File: config.mk
export PLATFORM = sky130hd
export DESIGN_NAME = hack_cpu_core
export DESIGN_NICKNAME = d
export VERILOG_FILES = /design/src/rtl/hack_pkg.sv /design/src/rtl/hack_alu.sv /design/src/rtl/hack_jump_unit.sv /design/src/rtl/hack_cpu_core.sv
export SDC_FILE = /design/constraint.sdc
export NUM_CORES = 1
export LEC_CHECK = 0
export CAP_MARGIN = 15
export CORE_MARGIN = 4
export CORE_UTILIZATION = 48
export DETAILED_ROUTE_END_ITERATION = 10
export PLACE_DENSITY = 0.83
export SLEW_MARGIN = 20
export SYNTH_ARGS = -nofsm -noshare
export SYNTH_HDL_FRONTEND = slang
export SYNTH_SLANG_ARGS = --single-unit
File: constraint.sdc
create_clock -name clk -period 6 [get_ports clk]
set_clock_uncertainty 0.2 [all_clocks]
set_input_delay 1.2 -clock clk [delete_from_list [all_inputs] [get_ports clk]]
set_output_delay 1.2 -clock clk [all_outputs]
set_load 0.01 [all_outputs]
File: src/rtl/hack_pkg.sv
// hack_pkg
// Shared definitions for the Hack CPU core and its helpers:
//   - bit positions of the fields inside a 16-bit Hack instruction
//   - the 3-bit jump-condition encoding
//   - the default program-counter / data-address width
package hack_pkg;

    localparam int HACK_PC_W = 15;

    // Instruction field positions
    localparam int IS_C     = 15;
    localparam int A_BIT    = 12;
    localparam int CTRL_MSB = 11;
    localparam int DEST_A   = 5;
    localparam int DEST_D   = 4;
    localparam int DEST_M   = 3;
    localparam int JMP_LSB  = 0;

    // Jump conditions, encoded as {j1, j2, j3}
    typedef enum logic [2:0] {
        JNULL = 3'b000,
        JGT   = 3'b001,
        JEQ   = 3'b010,
        JGE   = 3'b011,
        JLT   = 3'b100,
        JNE   = 3'b101,
        JLE   = 3'b110,
        JMP   = 3'b111
    } jump_e;

endpackage

File: src/rtl/hack_alu.sv
// hack_alu
// Standard Hack ALU, purely combinational.
// Ports:
//   x, y        16-bit operands
//   zx, nx      zero / negate x
//   zy, ny      zero / negate y
//   f           1 = add, 0 = bitwise and
//   no          negate the result
//   out         16-bit result (add wraps silently)
//   zr, ng      result is zero / result is negative
module hack_alu (
    input  logic [15:0] x,
    input  logic [15:0] y,
    input  logic        zx,
    input  logic        nx,
    input  logic        zy,
    input  logic        ny,
    input  logic        f,
    input  logic        no,
    output logic [15:0] out,
    output logic        zr,
    output logic        ng
);

    logic [15:0] x_z;
    logic [15:0] x_n;
    logic [15:0] y_z;
    logic [15:0] y_n;
    logic [15:0] f_out;

    assign x_z   = zx ? 16'h0000 : x;
    assign x_n   = nx ? ~x_z : x_z;
    assign y_z   = zy ? 16'h0000 : y;
    assign y_n   = ny ? ~y_z : y_z;
    assign f_out = f ? (x_n + y_n) : (x_n & y_n);
    assign out   = no ? ~f_out : f_out;
    assign zr    = (out == 16'h0000);
    assign ng    = out[15];

endmodule

File: src/rtl/hack_jump_unit.sv
// hack_jump_unit
// Decides whether a C-instruction's jump field is satisfied by the current
// ALU flags.
// Ports:
//   j      jump field {j1, j2, j3}
//   zr     ALU result is zero
//   ng     ALU result is negative
//   taken  1 = load PC from A
module hack_jump_unit
    import hack_pkg::*;
(
    input  logic [2:0] j,
    input  logic       zr,
    input  logic       ng,
    output logic       taken
);

    // Positive means neither zero nor negative; JGE and JLE fold the
    // zero case into the sign test.
    always_comb begin
        taken = 1'b0;
        case (jump_e'(j))
            JNULL:   taken = 1'b0;
            JGT:     taken = ~zr & ~ng;
            JEQ:     taken = zr;
            JGE:     taken = ~ng;
            JLT:     taken = ng;
            JNE:     taken = ~zr;
            JLE:     taken = ng | zr;
            JMP:     taken = 1'b1;
            default: taken = 1'b0;
        endcase
    end

endmodule

File: src/rtl/hack_cpu_core.sv
// hack_cpu_core
// Hack CPU datapath and control: decodes each instruction, drives the ALU,
// updates the A, D and PC registers and generates the data-memory interface.
// Ports:
//   clk          rising-edge clock
//   reset_n      synchronous active-low reset
//   instruction  instruction fetched at address pc
//   instr_valid  1 = execute this cycle, 0 = stall (all state holds)
//   in_m         data-memory read value at address_m (same cycle)
//   out_m        ALU result, value written to memory
//   write_m      memory write strobe for this cycle
//   address_m    data address, the current A register
//   pc           address of the instruction to fetch
module hack_cpu_core
    import hack_pkg::*;
#(
    parameter int          PC_W     = HACK_PC_W,
    parameter int unsigned RESET_PC = 0
) (
    input  logic            clk,
    input  logic            reset_n,
    input  logic [15:0]     instruction,
    input  logic            instr_valid,
    input  logic [15:0]     in_m,
    output logic [15:0]     out_m,
    output logic            write_m,
    output logic [PC_W-1:0] address_m,
    output logic [PC_W-1:0] pc
);

    logic [15:0]     reg_a;
    logic [15:0]     reg_d;
    logic [PC_W-1:0] reg_pc;

    logic            is_c;
    logic [5:0]      ctrl;
    logic [15:0]     alu_y;
    logic [15:0]     alu_out;
    logic            alu_zr;
    logic            alu_ng;
    logic            cond_met;
    logic            jump_taken;
    logic [PC_W-1:0] pc_next;
    logic            unused_bits;

    // Bits 14:13 of a C-instruction carry no meaning.
    assign unused_bits = ^instruction[14:13];

    assign is_c  = instruction[IS_C];
    assign ctrl  = instruction[CTRL_MSB -: 6];
    assign alu_y = instruction[A_BIT] ? in_m : reg_a;

    hack_alu u_alu (
        .x   (reg_d),
        .y   (alu_y),
        .zx  (ctrl[5]),
        .nx  (ctrl[4]),
        .zy  (ctrl[3]),
        .ny  (ctrl[2]),
        .f   (ctrl[1]),
        .no  (ctrl[0]),
        .out (alu_out),
        .zr  (alu_zr),
        .ng  (alu_ng)
    );

    hack_jump_unit u_jump (
        .j     (instruction[JMP_LSB +: 3]),
        .zr    (alu_zr),
        .ng    (alu_ng),
        .taken (cond_met)
    );

    // A-instructions carry a constant in the jump-field bits, so the jump
    // decision only counts for C-instructions. The jump target is the A
    // value from before this edge, even when the same instruction writes A.
    assign jump_taken = is_c & cond_met;
    assign pc_next    = jump_taken ? reg_a[PC_W-1:0] : reg_pc + PC_W'(1);

    assign out_m     = alu_out;
    assign write_m   = reset_n & instr_valid & is_c & instruction[DEST_M];
    assign address_m = reg_a[PC_W-1:0];
    assign pc        = reg_pc;

    // Reset takes priority over everything; a stalled cycle leaves all
    // three registers untouched so the same fetch address is re-presented.
    always_ff @(posedge clk) begin
        if (!reset_n) begin
            reg_a  <= 16'h0000;
            reg_d  <= 16'h0000;
            reg_pc <= PC_W'(RESET_PC);
        end else if (instr_valid) begin
            if (!is_c) begin
                reg_a <= instruction;
            end else begin
                if (instruction[DEST_A]) begin
                    reg_a <= alu_out;
                end
                if (instruction[DEST_D]) begin
                    reg_d <= alu_out;
                end
            end
            reg_pc <= pc_next;
        end
    end

endmodule
; Yosys cells after proc, flatten, opt, wreduce, memory -nomap -nowiden
; Cells that the tools add are included.
[classes]
div_mod_pow = 0
n_shift = 0
multipliers = 0
add_sub_neg = 2
bitwise = 12
n_lt_le_gt_ge = 0
eq_ne = 8
n_mux = 11
n_reduce_logical = 4
[ops]
columns = operator, count
row1 = $mux 16, 9
row2 = $not 16->16, 3
row3 = $add 16x16->16, 1
row4 = $and 16x16->16, 1
row5 = $logic_not 16->1, 1
row6 = $add 15x1->15 const B, 1
row7 = $mux 15, 1
row8 = $eq 3x3->1 const B, 4
row9 = $pmux 1 s8, 1
row10 = $eq 3x2->1 const B, 2
row11 = $and 1x1->1, 5
row12 = $eq 3x1->1 const B, 1
row13 = $logic_not 3->1, 1
row14 = $reduce_and 3->1, 1
row15 = $ne 2x2->1 const B, 1
row16 = $not 1->1, 2
row17 = $reduce_and 2->1, 1
row18 = $or 1x1->1, 1
[word_totals]
ram_bits = 0
out_inout_bits = 47
regBits = 47
mem_count = 0
latch_bits = 0
word_cells = 40
input_bits = 35
mem_bits_ro = 0

; Logic depth before layout (Yosys ltp)
[logic_depth]
word_depth = 14
mapped_depth = 18
ltp_nobuf = 15

; Hierarchy
; From an unflattened synthesis, not the netlist that was laid out.
[hier_totals]
hier_cells = 583
hier_area_um2 = 4518.1
[modules_own_cells]
columns = module, area_each_um2, instances, seq_area_each_um2, cells_per_inst
row1 = hack_cpu_core, 2553.7, 1, 940.9, 307
row2 = hack_alu, 1930.6, 1, 0.0, 271
row3 = hack_jump_unit, 33.8, 1, 0.0, 5

; Worst setup path after synthesis
; No wires, ideal clock.
[synth_path]
kind = input -> register
startpoint = input instruction[12]
endpoint = register reg_pc[2] (netlist: pc[2])
setup_time_ps = 120
arrival_ps = 5419
required_time_ps = 5680
n_path_buf = 4
slack_ps = 261
path_stages = 18
path_cell_list = clkbuf_1 clkbuf_1 mux2i_1 nor2_1 xor2_1 ha_1 clkbuf_1 a21oi_1 o21ai_0 mux2_2 a31o_1 o22ai_1 nand4b_1 o31a_1 o311a_1 buf_2 a31o_1 o31a_1
[synth_via]
elab_chain_len = 14
elab_cells_between_ends = 17
classes_between = add/sub (1) / mux (7) / bitwise (8) / reduce/logical (1)
[synth_lines]
columns = element, line_no
row1 = start: declaration, hack_cpu_core.sv:22  ; input logic [15:0] instruction,
row2 = $mux 16 *, hack_cpu_core.sv:51  ; assign alu_y = instruction[A_BIT] ? in_m : reg_a;
row3 = $mux 16 *, hack_alu.sv:33  ; assign y_z = zy ? 16'h0000 : y;
row4 = $not 16->16, hack_alu.sv:34  ; assign y_n = ny ? ~y_z : y_z;
row5 = $mux 16 *, hack_alu.sv:34
row6 = $add 16x16->16 / $and 16x16->16 (equally long branches), hack_alu.sv:35  ; assign f_out = f ? (x_n + y_n) : (x_n & y_n);
row7 = $mux 16 *, hack_alu.sv:35
row8 = $not 16->16, hack_alu.sv:36  ; assign out = no ? ~f_out : f_out;
row9 = $mux 16 *, hack_alu.sv:36
row10 = $logic_not 16->1, hack_alu.sv:37  ; assign zr = (out == 16'h0000);
row11 = $not 1->1, "hack_jump_unit.sv:24, hack_jump_unit.sv:28"
row12 = $and 1x1->1, hack_jump_unit.sv:24  ; JGT: taken = ~zr & ~ng;
row13 = $pmux 1 s8 *, hack_jump_unit.sv:22  ; case (jump_e'(j))
row14 = $and 1x1->1 *, hack_cpu_core.sv:77  ; assign jump_taken = is_c & cond_met;
row15 = $mux 15 *, hack_cpu_core.sv:78  ; assign pc_next = jump_taken ? reg_a[PC_W-1:0] : reg_pc + PC_W'(1);
row16 = end signal: assignment, hack_cpu_core.sv:91  ; reg_pc <= PC_W'(RESET_PC);
row17 = end signal: assignment, hack_cpu_core.sv:103  ; reg_pc <= pc_next;
row18 = end: declaration, hack_cpu_core.sv:33  ; logic [PC_W-1:0] reg_pc;
; Mark *: on every way between the ends. The rest lies on a longest branch, timed or not.
; A chain may end at the register's enable or synchronous reset.

; Worst setup path after layout
[layout_path]
startpoint = input instruction[9]
endpoint = output out_m[5]
[layout_via]
elab_chain_len = 7
elab_cells_between_ends = 8
classes_between = add/sub (1) / mux (4) / bitwise (3)
[layout_lines]
columns = element, line_no
row1 = $mux 16 *, hack_alu.sv:33
row2 = $not 16->16, hack_alu.sv:34
row3 = $mux 16 *, hack_alu.sv:34
row4 = $add 16x16->16 / $and 16x16->16 (equally long branches), hack_alu.sv:35
row5 = $mux 16 *, hack_alu.sv:35
row6 = $not 16->16, hack_alu.sv:36
row7 = $mux 16 *, hack_alu.sv:36
row8 = end: declaration, hack_cpu_core.sv:25  ; output logic [15:0] out_m,
; Marks and branches as above.

==> flow_summary.json <==
{
  "cts_htree_levels": 2,
  "worst_pin_slew_ps": 728.1,
  "drc": 0,
  "synth_nets": 675,
  "place_congestion": 0.9112,
  "worstPathRequired_ps": 4600,
  "worstPathArrival_ps": 4460,
  "status": "completed",
  "yosys_warnings": 0,
  "cts.clk_slew.worst_paths_ps": 90,
  "fmax_mhz": 170.7,
  "worst_slack_ps": 142.6,
  "syn_area_per_cell_um2": 7.568,
  "grt_max_degree": 55,
  "synth_ff_type": "dfxtp_1",
  "cp_common_cell": "buf_4",
  "yosysUniqueCellTypes": 61,
  "die_h_um": 107.0,
  "p_leak_nw": 2.674,
  "wire_per_inst_um": 16.88,
  "antenna_left": 0,
  "irDropWorstVdd_uv": 104.4,
  "path_cells": "clkdlybuf4s50_1 -> buf_4 -> nor2_1 -> xor2_1 -> ha_1 -> buf_4 -> or2_2 -> a311oi_1 -> a311oi_1 -> buf_4 -> xnor2_1 -> clkdlybuf4s50_1",
  "ctsRootBufferMaster": "clkbuf_8",
  "grt.total_usage": 0.2552,
  "wl_um": 14580,
  "crit_type": "input pin to output pin",
  "start_kind": "input pin",
  "yosys-top-cells-area": "dfxtp_1 (20%), xnor2_1 (6.0%), mux2i_1 (5.5%)",
  "antenna_found_initial": 0,
  "endpoint_kind": "output pin",
  "critPathMaxFanout": 15,
  "slew_viol_final": 0,
  "finalSetupTns_ps": 0,
  "yosysMostFrequentCell": "nand2_1",
  "syn_area_um2": 4707,
  "setup_viol_count_final": 0,
  "clk_path_buf_depth": 2,
  "port_buffers": 81,
  "ys_ff_latch": 47,
  "synth_top_area_frac": 0.1999,
  "grt_overflow_total": 0,
  "ys_top_cells_by_count": "nand2_1 (55), dfxtp_1 (47), a21oi_1 (45)",
  "initial_utilization": 0.5023,
  "cts_buffers": 5,
  "dieArea_um2": 11450,
  "drv_cap": 0,
  "relSlewSlack": 0.5114,
  "synthCells": 622,
  "dp_hpwl_um": 11120,
  "synth_edf_count": 0,
  "cts.sinks": 47,
  "min_period_ps": 5857,
  "grt_pass1_wl_um": 24270,
  "hold_viol_final": 0,
  "drive_gt1_frac": 0.1510,
  "floorplan.rows": 35,
  "dp_slack_ps": -227.9,
  "critPathSlowestCell": "clkdlybuf4s50_1",
  "vias": 5090,
  "core_area_um2": 9371,
  "critPathBufInv": 5,
  "diodes": 0,
  "drtIter0Drc": 292,
  "rsz0062_at_grt": "no",
  "viasPerCell": 5.891,
  "die_w_um": 107.0,
  "nets": 787,
  "cp_top_family": "buffers and inverters",
  "fin_crit_sh": 0.9762,
  "total_power_mw": 1.287,
  "synth_top_area_cell": "dfxtp_1",
  "ys_seq_area_frac": 0.1999,
  "io_pins": 82,
  "cp_slowest_stage_delay_ps": 610,
  "syn_to_final_growth_pct": 31.61,
  "cts_tree": "yes",
  "hold_path.class": "register to register",
  "drtPass1Iterations": 5,
  "ys_async_sr_fraction": 0,
  "grt_pass1_vias": 5022,
  "clkLatencyLatePin_ps": 300,
  "fin_util": 0.6610,
  "p_per_area_nw_per_um2": 207.8
}
-- cell usage in the layout, fill, tap and decap left out, types with 6 or more instances in the layout --
cell	synthesis	final
inv_1	10	10
nand3b_1	15	15
dfxtp_1	47	47
nor3_1	12	12
and3_1	32	32
xor2_1	16	16
mux2i_1	26	26
nand2b_1	31	31
o21a_1	6	6
o21ai_0	16	16
dlygate4sd2_1	0	7
ha_1	17	16
o22ai_1	7	7
xnor2_1	32	30
nand2_1	55	55
o211a_1	12	12
o31a_1	16	16
nor2b_1	23	23
nand3_1	13	13
nor2_1	35	35
clkdlybuf4s50_1	0	71
buf_4	16	82
a21o_1	7	7
a21oi_1	45	43
a21boi_0	13	13
-- power by group --
group	leakage, nW	switching, mW	total (mW)	internal [mW]
Combinational	2.25	0.370	0.744	0.373
Sequential	0.384	0.0197	0.352	0.333
Clock	0.0412	0.110	0.191	0.0817
-- sequential cells by signal, summed over array words and instances, names as in the netlist --
signal and count:
pc 15, reg_d 16, reg_a 16
-- per-stage QoR --
stage,instances,hold WS [ps],instance area (um^2)
finish,864,279.8,6195
global route,864,302.1,6195
CTS,861,279.0,6140
detailed placement,852,265.4,6035
global placement,852,251.7,6035
floorplan,622,240.3,4707
-- kinds of logic (layout without fill, tap and decap cells) --
group / count (synthesis) / in the layout / synth area share
multiplexers: 29 / 29 / 0.06247
flip-flops: 47 / 47 / 0.1999
XOR/XNOR: 48 / 48 / 0.08931
adder cells (fa/ha/maj): 18 / 18 / 0.04944
AND/OR/NAND/NOR: 244 / 244 / 0.2828
buffers and inverters: 72 / 185 / 0.07124
AO/OA/AOI/OAI: 164 / 164 / 0.2448
-- layer usage --
layer  track usage  vias to the layer above  part of all wire
li1              -                     2458                 -
met5             0                        -                 0
met4       0.07215                        0             0.027
met3       0.03371                       33             0.050
met2        0.4383                      155              0.48
met1        0.3332                     2444              0.44
-- tightest hold or removal path: stages, from the launching register on --
cell,delay (ps)
dfxtp_1,320
nand2_1,50
a21boi_0,70
-- final cells by class --
type                       instances  area, um^2
clock buffer                       6       72.57
clock inverter                     2       12.51
fill                             838        3177
inverter                          10       37.54
multi-input combinational        503        3481
sequential                        47       940.9
tap                              129       161.4
timing repair buffer             167        1489
-- repair_timing --
action / in CTS / in global routing
pin swaps: 3 / 4
hold endpoints to repair: 0 / 0
gates resized for setup: 12 / 11
cloned: 0 / 0
hold buffers: 0 / 0
setup endpoints to repair: 9 / 19
setup buffers: 1 / 3
-- path summary, 6_finish.rpt --
path                           endpoint                  start  depth (start not counted)  slack, ps
setup / recovery               out_m[5]         instruction[9]                         12        140
hold reg to reg   reg_d[8]$_SDFFE_PN0P_  reg_d[8]$_SDFFE_PN0P_                          2        280
hold / removal    reg_d[8]$_SDFFE_PN0P_  reg_d[8]$_SDFFE_PN0P_                          2        280
setup reg to reg     pc[2]$_SDFFE_PN0P_  reg_a[0]$_SDFFE_PN0P_                         19       1320
(Power assumes the default switching activity.)
